$ cat src/rtl/fp_issue_sequencer_if.sv
// rtl/fp_issue_sequencer_if.sv - issue, register-file and FPU control bundle for the FP sequencer
interface fp_issue_sequencer_if;
  logic       issue_valid;
  logic       issue_ready;
  logic [1:0] funct;
  logic [4:0] fs;
  logic [4:0] ft;
  logic [4:0] fd;
  logic       stall;
  logic       busy;
  logic [4:0] fpr_ra1;
  logic [4:0] fpr_ra2;
  logic       fpu_start;
  logic [1:0] fpu_op;
  logic       fpu_exc;
  logic       fpr_we;
  logic [4:0] fpr_wa;
  logic       exc_flag;
  logic       exc_clear;

  modport master (
    output issue_valid, funct, fs, ft, fd, fpu_exc, exc_clear,
    input  issue_ready, stall, busy, fpr_ra1, fpr_ra2, fpu_start, fpu_op,
           fpr_we, fpr_wa, exc_flag
  );

  modport slave (
    input  issue_valid, funct, fs, ft, fd, fpu_exc, exc_clear,
    output issue_ready, stall, busy, fpr_ra1, fpr_ra2, fpu_start, fpu_op,
           fpr_we, fpr_wa, exc_flag
  );
endinterface

$ cat src/rtl/fp_issue_sequencer.sv
// rtl/fp_issue_sequencer.sv - one-at-a-time FP issue: read, fixed-latency execute, write back
module fp_issue_sequencer #(
  parameter int ADD_LAT = 3,
  parameter int MUL_LAT = 4,
  parameter int DIV_LAT = 12,
  parameter int CNT_W   = 4
) (
  input  logic                 clk,
  input  logic                 reset,
  fp_issue_sequencer_if.slave  sif
);
  localparam logic [1:0] IDLE = 2'd0;
  localparam logic [1:0] READ = 2'd1;
  localparam logic [1:0] EXEC = 2'd2;
  localparam logic [1:0] WB   = 2'd3;

  logic [1:0]       state;
  logic [CNT_W-1:0] cnt;
  logic [CNT_W-1:0] lat_m1;
  logic [1:0]       funct_q;
  logic [4:0]       ra1_q;
  logic [4:0]       ra2_q;
  logic [4:0]       fd_q;
  logic             exc_q;
  logic             accept;

  assign sif.issue_ready = (state == IDLE) || (state == WB);
  assign accept          = sif.issue_valid && sif.issue_ready;
  assign sif.stall       = sif.issue_valid && !sif.issue_ready;
  assign sif.busy        = (state != IDLE);
  assign sif.fpu_start   = (state == READ);
  assign sif.fpu_op      = funct_q;
  assign sif.fpr_ra1     = ra1_q;
  assign sif.fpr_ra2     = ra2_q;
  assign sif.fpr_we      = (state == WB);
  assign sif.fpr_wa      = (state == WB) ? fd_q : 5'd0;
  assign sif.exc_flag    = exc_q;

  always_comb begin
    lat_m1 = CNT_W'(ADD_LAT - 1);
    case (funct_q)
      2'b10:   lat_m1 = CNT_W'(MUL_LAT - 1);
      2'b11:   lat_m1 = CNT_W'(DIV_LAT - 1);
      default: lat_m1 = CNT_W'(ADD_LAT - 1);
    endcase
  end

  // Read addresses are captured at accept so they are already valid in the READ cycle.
  always_ff @(posedge clk or posedge reset) begin
    if (reset) begin
      state   <= IDLE;
      cnt     <= '0;
      funct_q <= 2'd0;
      ra1_q   <= 5'd0;
      ra2_q   <= 5'd0;
      fd_q    <= 5'd0;
    end else begin
      if (accept) begin
        funct_q <= sif.funct;
        ra1_q   <= sif.fs;
        ra2_q   <= sif.ft;
        fd_q    <= sif.fd;
      end
      case (state)
        IDLE: if (accept) state <= READ;
        READ: begin
          cnt   <= lat_m1;
          state <= EXEC;
        end
        EXEC: begin
          if (cnt == '0) state <= WB;
          else           cnt   <= cnt - CNT_W'(1);
        end
        default: state <= accept ? READ : IDLE;
      endcase
    end
  end

  // A new exception in write-back wins over a simultaneous clear.
  always_ff @(posedge clk or posedge reset) begin
    if (reset) begin
      exc_q <= 1'b0;
    end else if ((state == WB) && sif.fpu_exc) begin
      exc_q <= 1'b1;
    end else if (sif.exc_clear) begin
      exc_q <= 1'b0;
    end
  end
endmodule

$ cat src/flat_wrapper.sv
// flat-port wrapper written by rule: the top's interface ports become plain ports
module fp_issue_sequencer_flat 
#(
  parameter int ADD_LAT = 3,
  parameter int MUL_LAT = 4,
  parameter int DIV_LAT = 12,
  parameter int CNT_W   = 4
)
  (clk, reset, sif_issue_valid, sif_funct, sif_fs, sif_ft, sif_fd, sif_fpu_exc, sif_exc_clear, sif_issue_ready, sif_stall, sif_busy, sif_fpr_ra1, sif_fpr_ra2, sif_fpu_start, sif_fpu_op, sif_fpr_we, sif_fpr_wa, sif_exc_flag);
  fp_issue_sequencer_if sif_i ();
  input  logic clk;
  input  logic reset;
  input wire logic [$bits(sif_i.issue_valid)-1:0] sif_issue_valid;
  input wire logic [$bits(sif_i.funct)-1:0] sif_funct;
  input wire logic [$bits(sif_i.fs)-1:0] sif_fs;
  input wire logic [$bits(sif_i.ft)-1:0] sif_ft;
  input wire logic [$bits(sif_i.fd)-1:0] sif_fd;
  input wire logic [$bits(sif_i.fpu_exc)-1:0] sif_fpu_exc;
  input wire logic [$bits(sif_i.exc_clear)-1:0] sif_exc_clear;
  output wire logic [$bits(sif_i.issue_ready)-1:0] sif_issue_ready;
  output wire logic [$bits(sif_i.stall)-1:0] sif_stall;
  output wire logic [$bits(sif_i.busy)-1:0] sif_busy;
  output wire logic [$bits(sif_i.fpr_ra1)-1:0] sif_fpr_ra1;
  output wire logic [$bits(sif_i.fpr_ra2)-1:0] sif_fpr_ra2;
  output wire logic [$bits(sif_i.fpu_start)-1:0] sif_fpu_start;
  output wire logic [$bits(sif_i.fpu_op)-1:0] sif_fpu_op;
  output wire logic [$bits(sif_i.fpr_we)-1:0] sif_fpr_we;
  output wire logic [$bits(sif_i.fpr_wa)-1:0] sif_fpr_wa;
  output wire logic [$bits(sif_i.exc_flag)-1:0] sif_exc_flag;
  assign sif_i.issue_valid = sif_issue_valid;
  assign sif_i.funct = sif_funct;
  assign sif_i.fs = sif_fs;
  assign sif_i.ft = sif_ft;
  assign sif_i.fd = sif_fd;
  assign sif_i.fpu_exc = sif_fpu_exc;
  assign sif_i.exc_clear = sif_exc_clear;
  assign sif_issue_ready = sif_i.issue_ready;
  assign sif_stall = sif_i.stall;
  assign sif_busy = sif_i.busy;
  assign sif_fpr_ra1 = sif_i.fpr_ra1;
  assign sif_fpr_ra2 = sif_i.fpr_ra2;
  assign sif_fpu_start = sif_i.fpu_start;
  assign sif_fpu_op = sif_i.fpu_op;
  assign sif_fpr_we = sif_i.fpr_we;
  assign sif_fpr_wa = sif_i.fpr_wa;
  assign sif_exc_flag = sif_i.exc_flag;
  fp_issue_sequencer #(.ADD_LAT(ADD_LAT), .MUL_LAT(MUL_LAT), .DIV_LAT(DIV_LAT), .CNT_W(CNT_W)) u_core (.clk(clk), .reset(reset), .sif(sif_i));
endmodule
$ cat config.mk
export PLATFORM = sky130hd
export DESIGN_NAME = fp_issue_sequencer_flat
export DESIGN_NICKNAME = d
export VERILOG_FILES = /design/src/rtl/fp_issue_sequencer_if.sv /design/src/rtl/fp_issue_sequencer.sv /design/src/flat_wrapper.sv
export SDC_FILE = /design/constraint.sdc
export NUM_CORES = 1
export LEC_CHECK = 0
export ABC_CLOCK_PERIOD_IN_PS = 1800
export BUFFER_PORTS_ARGS = -buffer_cell sky130_fd_sc_hd__buf_2
export CAP_MARGIN = 40
export CORE_MARGIN = 2
export CORE_UTILIZATION = 25
export DETAILED_ROUTE_END_ITERATION = 16
export GPL_TIMING_DRIVEN = 0
export HOLD_SLACK_MARGIN = 0.12
export PLACE_DENSITY = 0.55
export SYNTH_ARGS = -nofsm -noshare
export SYNTH_HDL_FRONTEND = slang
export SYNTH_SLANG_ARGS = --single-unit
$ cat constraint.sdc
create_clock -name clk -period 1.8 [get_ports clk]
set_input_delay 0.36 -clock clk [delete_from_list [all_inputs] [get_ports clk]]
set_output_delay 0.36 -clock clk [all_outputs]
set_load 0.01 [all_outputs]
==> impl_metrics.json <==
{
  "finalHoldWorstSlack_ns": 0.285,
  "yosysWarnings": 0,
  "die_w_um": 72.0,
  "grt_pass1_vias": 913,
  "cts_root_buf": "clkbuf_8",
  "p_per_area_nw_per_um2": 1830,
  "hold_viol_final": 0,
  "cts_buffers": 3,
  "critPathKind": "reg -> out",
  "avgSynthCellArea_um2": 12.4,
  "area_delta_synth_final_pct": 31.4,
  "num_antenna_cells": 0,
  "grt_use_met3": 0.0222,
  "synth-seq-cells": 24,
  "fmax_mhz": 577,
  "gr-total-overflow": 0,
  "swShare": 0.376,
  "r2r_end": "u_core.sif.fpr_ra2[3]$_DFFE_PP0P_",
  "fin_crit_ns": 1.73,
  "die_h_um": 72.0,
  "drt_iter0_drc": 26,
  "slowest_stage": "dfrtp_1",
  "start_util": 0.262,
  "ys_seq_area_frac": 0.520,
  "leakagePower_nw": 0.741,
  "tightest_slew_ns": 0.425,
  "grt_max_degree": 20,
  "finalPower_mw": 2.78,
  "synth_nets": 121,
  "gp_congestion": 0.782,
  "dpl.hpwl_um": 1920,
  "cts_max_path_buffers": 2,
  "synth-edff-count": 0,
  "max_slew_margin": 0.716,
  "r2r_slack_ns": 0.13,
  "worst-path-stages": 4,
  "drc": 0,
  "via_count": 875,
  "path_delay_family": "flip-flops",
  "fin_skew_ns": 0.00150,
  "nets": 171,
  "io_pins": 45,
  "io_buffers": 44,
  "core_area_um2": 4410,
  "switching_power_mw": 1.05,
  "grt-busiest-layer": "met2",
  "clkPwrFrac": 0.111,
  "synth_cell_types": 29,
  "ys_async_sr_fraction": 1.00,
  "wl_per_cell_um": 12.5,
  "status": "completed",
  "p_comb_frac": 0.533,
  "vdd_drop_max_v": 0.000558,
  "ant_nets": 0,
  "seq_power_share": 0.356,
  "clkLatencyLatePin_ns": 0.26,
  "maxCapViolations": 0,
  "crit_buf_inv": 2,
  "via_per_inst": 4.53,
  "rsz0062_at_grt": "false",
  "syn-cell-area_um2": 1150,
  "ys_top_cells_by_area": "dfrtp_1 (52%), mux2_2 (17%), ha_1 (6.5%)",
  "setup_viol": 0,
  "grt_pass1_wl_um": 4110,
  "slew_violations": 0,
  "syn_inst": 93,
  "intPower_mw": 1.73,
  "use_met2": 0.184,
  "clk_pin_slew_ns": 0.08,
  "r2r_start": "u_core.state[0]$_DFFE_PP0P_",
  "cts_sinks": 24,
  "use_met1": 0.116,
  "synth_top_cell_by_area": "dfrtp_1",
  "cts_tree": "yes",
  "antenna_found_initial": 0,
  "crit_chain": "inv_1, ha_1, and2_1, buf_2",
  "cts_setup_buffers": 0,
  "crit_start": "u_core.state[0]$_DFFE_PP0P_",
  "synth_top_area_share": 0.520,
  "dr.pass1.iters": 6,
  "layout-drive-gt1-share": 0.489,
  "die-area_um2": 5180,
  "path_max_fanout": 3,
  "crit_end": "sif_stall",
  "rows": 24,
  "worstPathArrival_ns": 1.37,
  "max_stage_delay_ns": 0.39,
  "grt_usage": 0.0996,
  "hp-class": "in -> reg",
  "end_kind": "output pin",
  "synth_ff_type": "dfrtp_1",
  "htree_levels": 1,
  "reg2reg_depth": 5,
  "period_share": 0.963,
  "crit_path_start_kind": "register",
  "drt-total-wl_um": 2410,
  "critPathRequiredTime_ns": 1.44
}
## placed cells by master (no fill, tap or decap), drive strengths merged
cell,netlist,layout
mux2i,2,2
nor2,1,1
a211oi,1,1
o21ai,1,1
clkbuf,1,4
nand3,1,1
a21oi,4,4
nor3b,1,1
and2,6,6
a32oi,1,1
ha,6,6
a2bb2oi,1,1
nand2,3,3
or3b,1,1
nor3,2,2
xnor2,1,1
o2bb2ai,1,1
dfrtp,24,24
o21a,1,1
buf,2,46
inv,8,8
o31ai,1,1
nand2b,1,1
a311oi,1,1
dlygate4sd3,0,1
mux2,18,18
nor2b,3,3
## per-layer routing
layer	part of all wire	up-vias
li1	-	419
met2	0.51	27
met1	0.43	427
met5	0	-
met4	0.011	0
met3	0.048	2
## per-stage QoR
step / cell area [um^2] / worst slack, ns / cells / util / TNS (ns)
after CTS: 1510 / 0.0662 / 193 / 0.343 / 0
final: 1520 / 0.0659 / 193 / 0.344 / 0
after detailed placement: 1470 / -0.0629 / 190 / 0.332 / -0.482
after floorplan: 1150 / 0.140 / 93 / - / 0
after global placement: 1440 / -0.0361 / 189 / 0.326 / -0.264
after global routing: 1520 / 0.0124 / 193 / 0.344 / 0
## registers in the layout, summed over array words and instances, names as in the netlist
signal,cells
u_core.sif.exc_flag,1
u_core.state,2
u_core.sif.fpr_ra1,5
u_core.sif.fpu_op,2
u_core.cnt,4
u_core.fd_q,5
u_core.sif.fpr_ra2,5
## final cells by class
class                   instances  area (um^2)
well taps                      52         65.1
plain buffers                   2         15.0
repair buffers                 46          258
fillers                       442         2900
flip-flops and latches         24          601
multi-input cells              58          508
inverters                       8         30.0
clock buffers                   3         41.3
## cell families after synthesis
logic type               synth area share
adder cells (fa/ha/maj)            0.0650
buffers and inverters              0.0401
AND/OR/NAND/NOR                    0.0964
AO/OA/AOI/OAI                      0.0748
flip-flops                          0.520
XOR/XNOR                          0.00759
multiplexers                        0.196
## timing repair
item                                    CTS  global route
hold buffers                              1             0
endpoints found under the setup margin    8            17
endpoints found under the hold margin     7             0
resized for setup                         1             1
gates cloned                              0             0
pin swaps                                 0             0
## power groups by stage
stage / clock network, mW / logic (mW) / registers [mW]
after CTS: 0.332 / 1.50 / 0.994
final: 0.309 / 1.48 / 0.989
after global placement: 0 / 1.45 / 0.984
after floorplan: 0 / 0.970 / 1.04
after detailed placement: 0 / 1.50 / 1.00
after global routing: 0.352 / 1.66 / 1.03
## synth_stat cells, types with 2 or more instances
master / count
dfrtp_1: 24
mux2_2: 17
inv_1: 8
and2_1: 6
ha_1: 6
a21oi_1: 3
nand2_1: 3
nor2b_1: 3
mux2i_1: 2
nor3_1: 2
## how the worst min path moves through the flow
stage / end / cells after the start / slack [ns] / start
after floorplan: u_core.cnt[0]$_DFFE_PP0P_ / 1 / 0.37 / reset
after global placement: u_core.fd_q[3]$_DFFE_PP0P_ / 1 / 0.48 / u_core.fd_q[3]$_DFFE_PP0P_
after detailed placement: u_core.sif.fpr_ra2[0]$_DFFE_PP0P_ / 2 / 0.36 / reset
after CTS: u_core.sif.exc_flag$_DFFE_PP0P_ / 2 / 0.29 / sif_exc_clear
after global routing: u_core.sif.exc_flag$_DFFE_PP0P_ / 2 / 0.30 / sif_exc_clear
final: u_core.sif.exc_flag$_DFFE_PP0P_ / 2 / 0.29 / sif_exc_clear
Note: power is estimated with default switching activity, not from simulation.
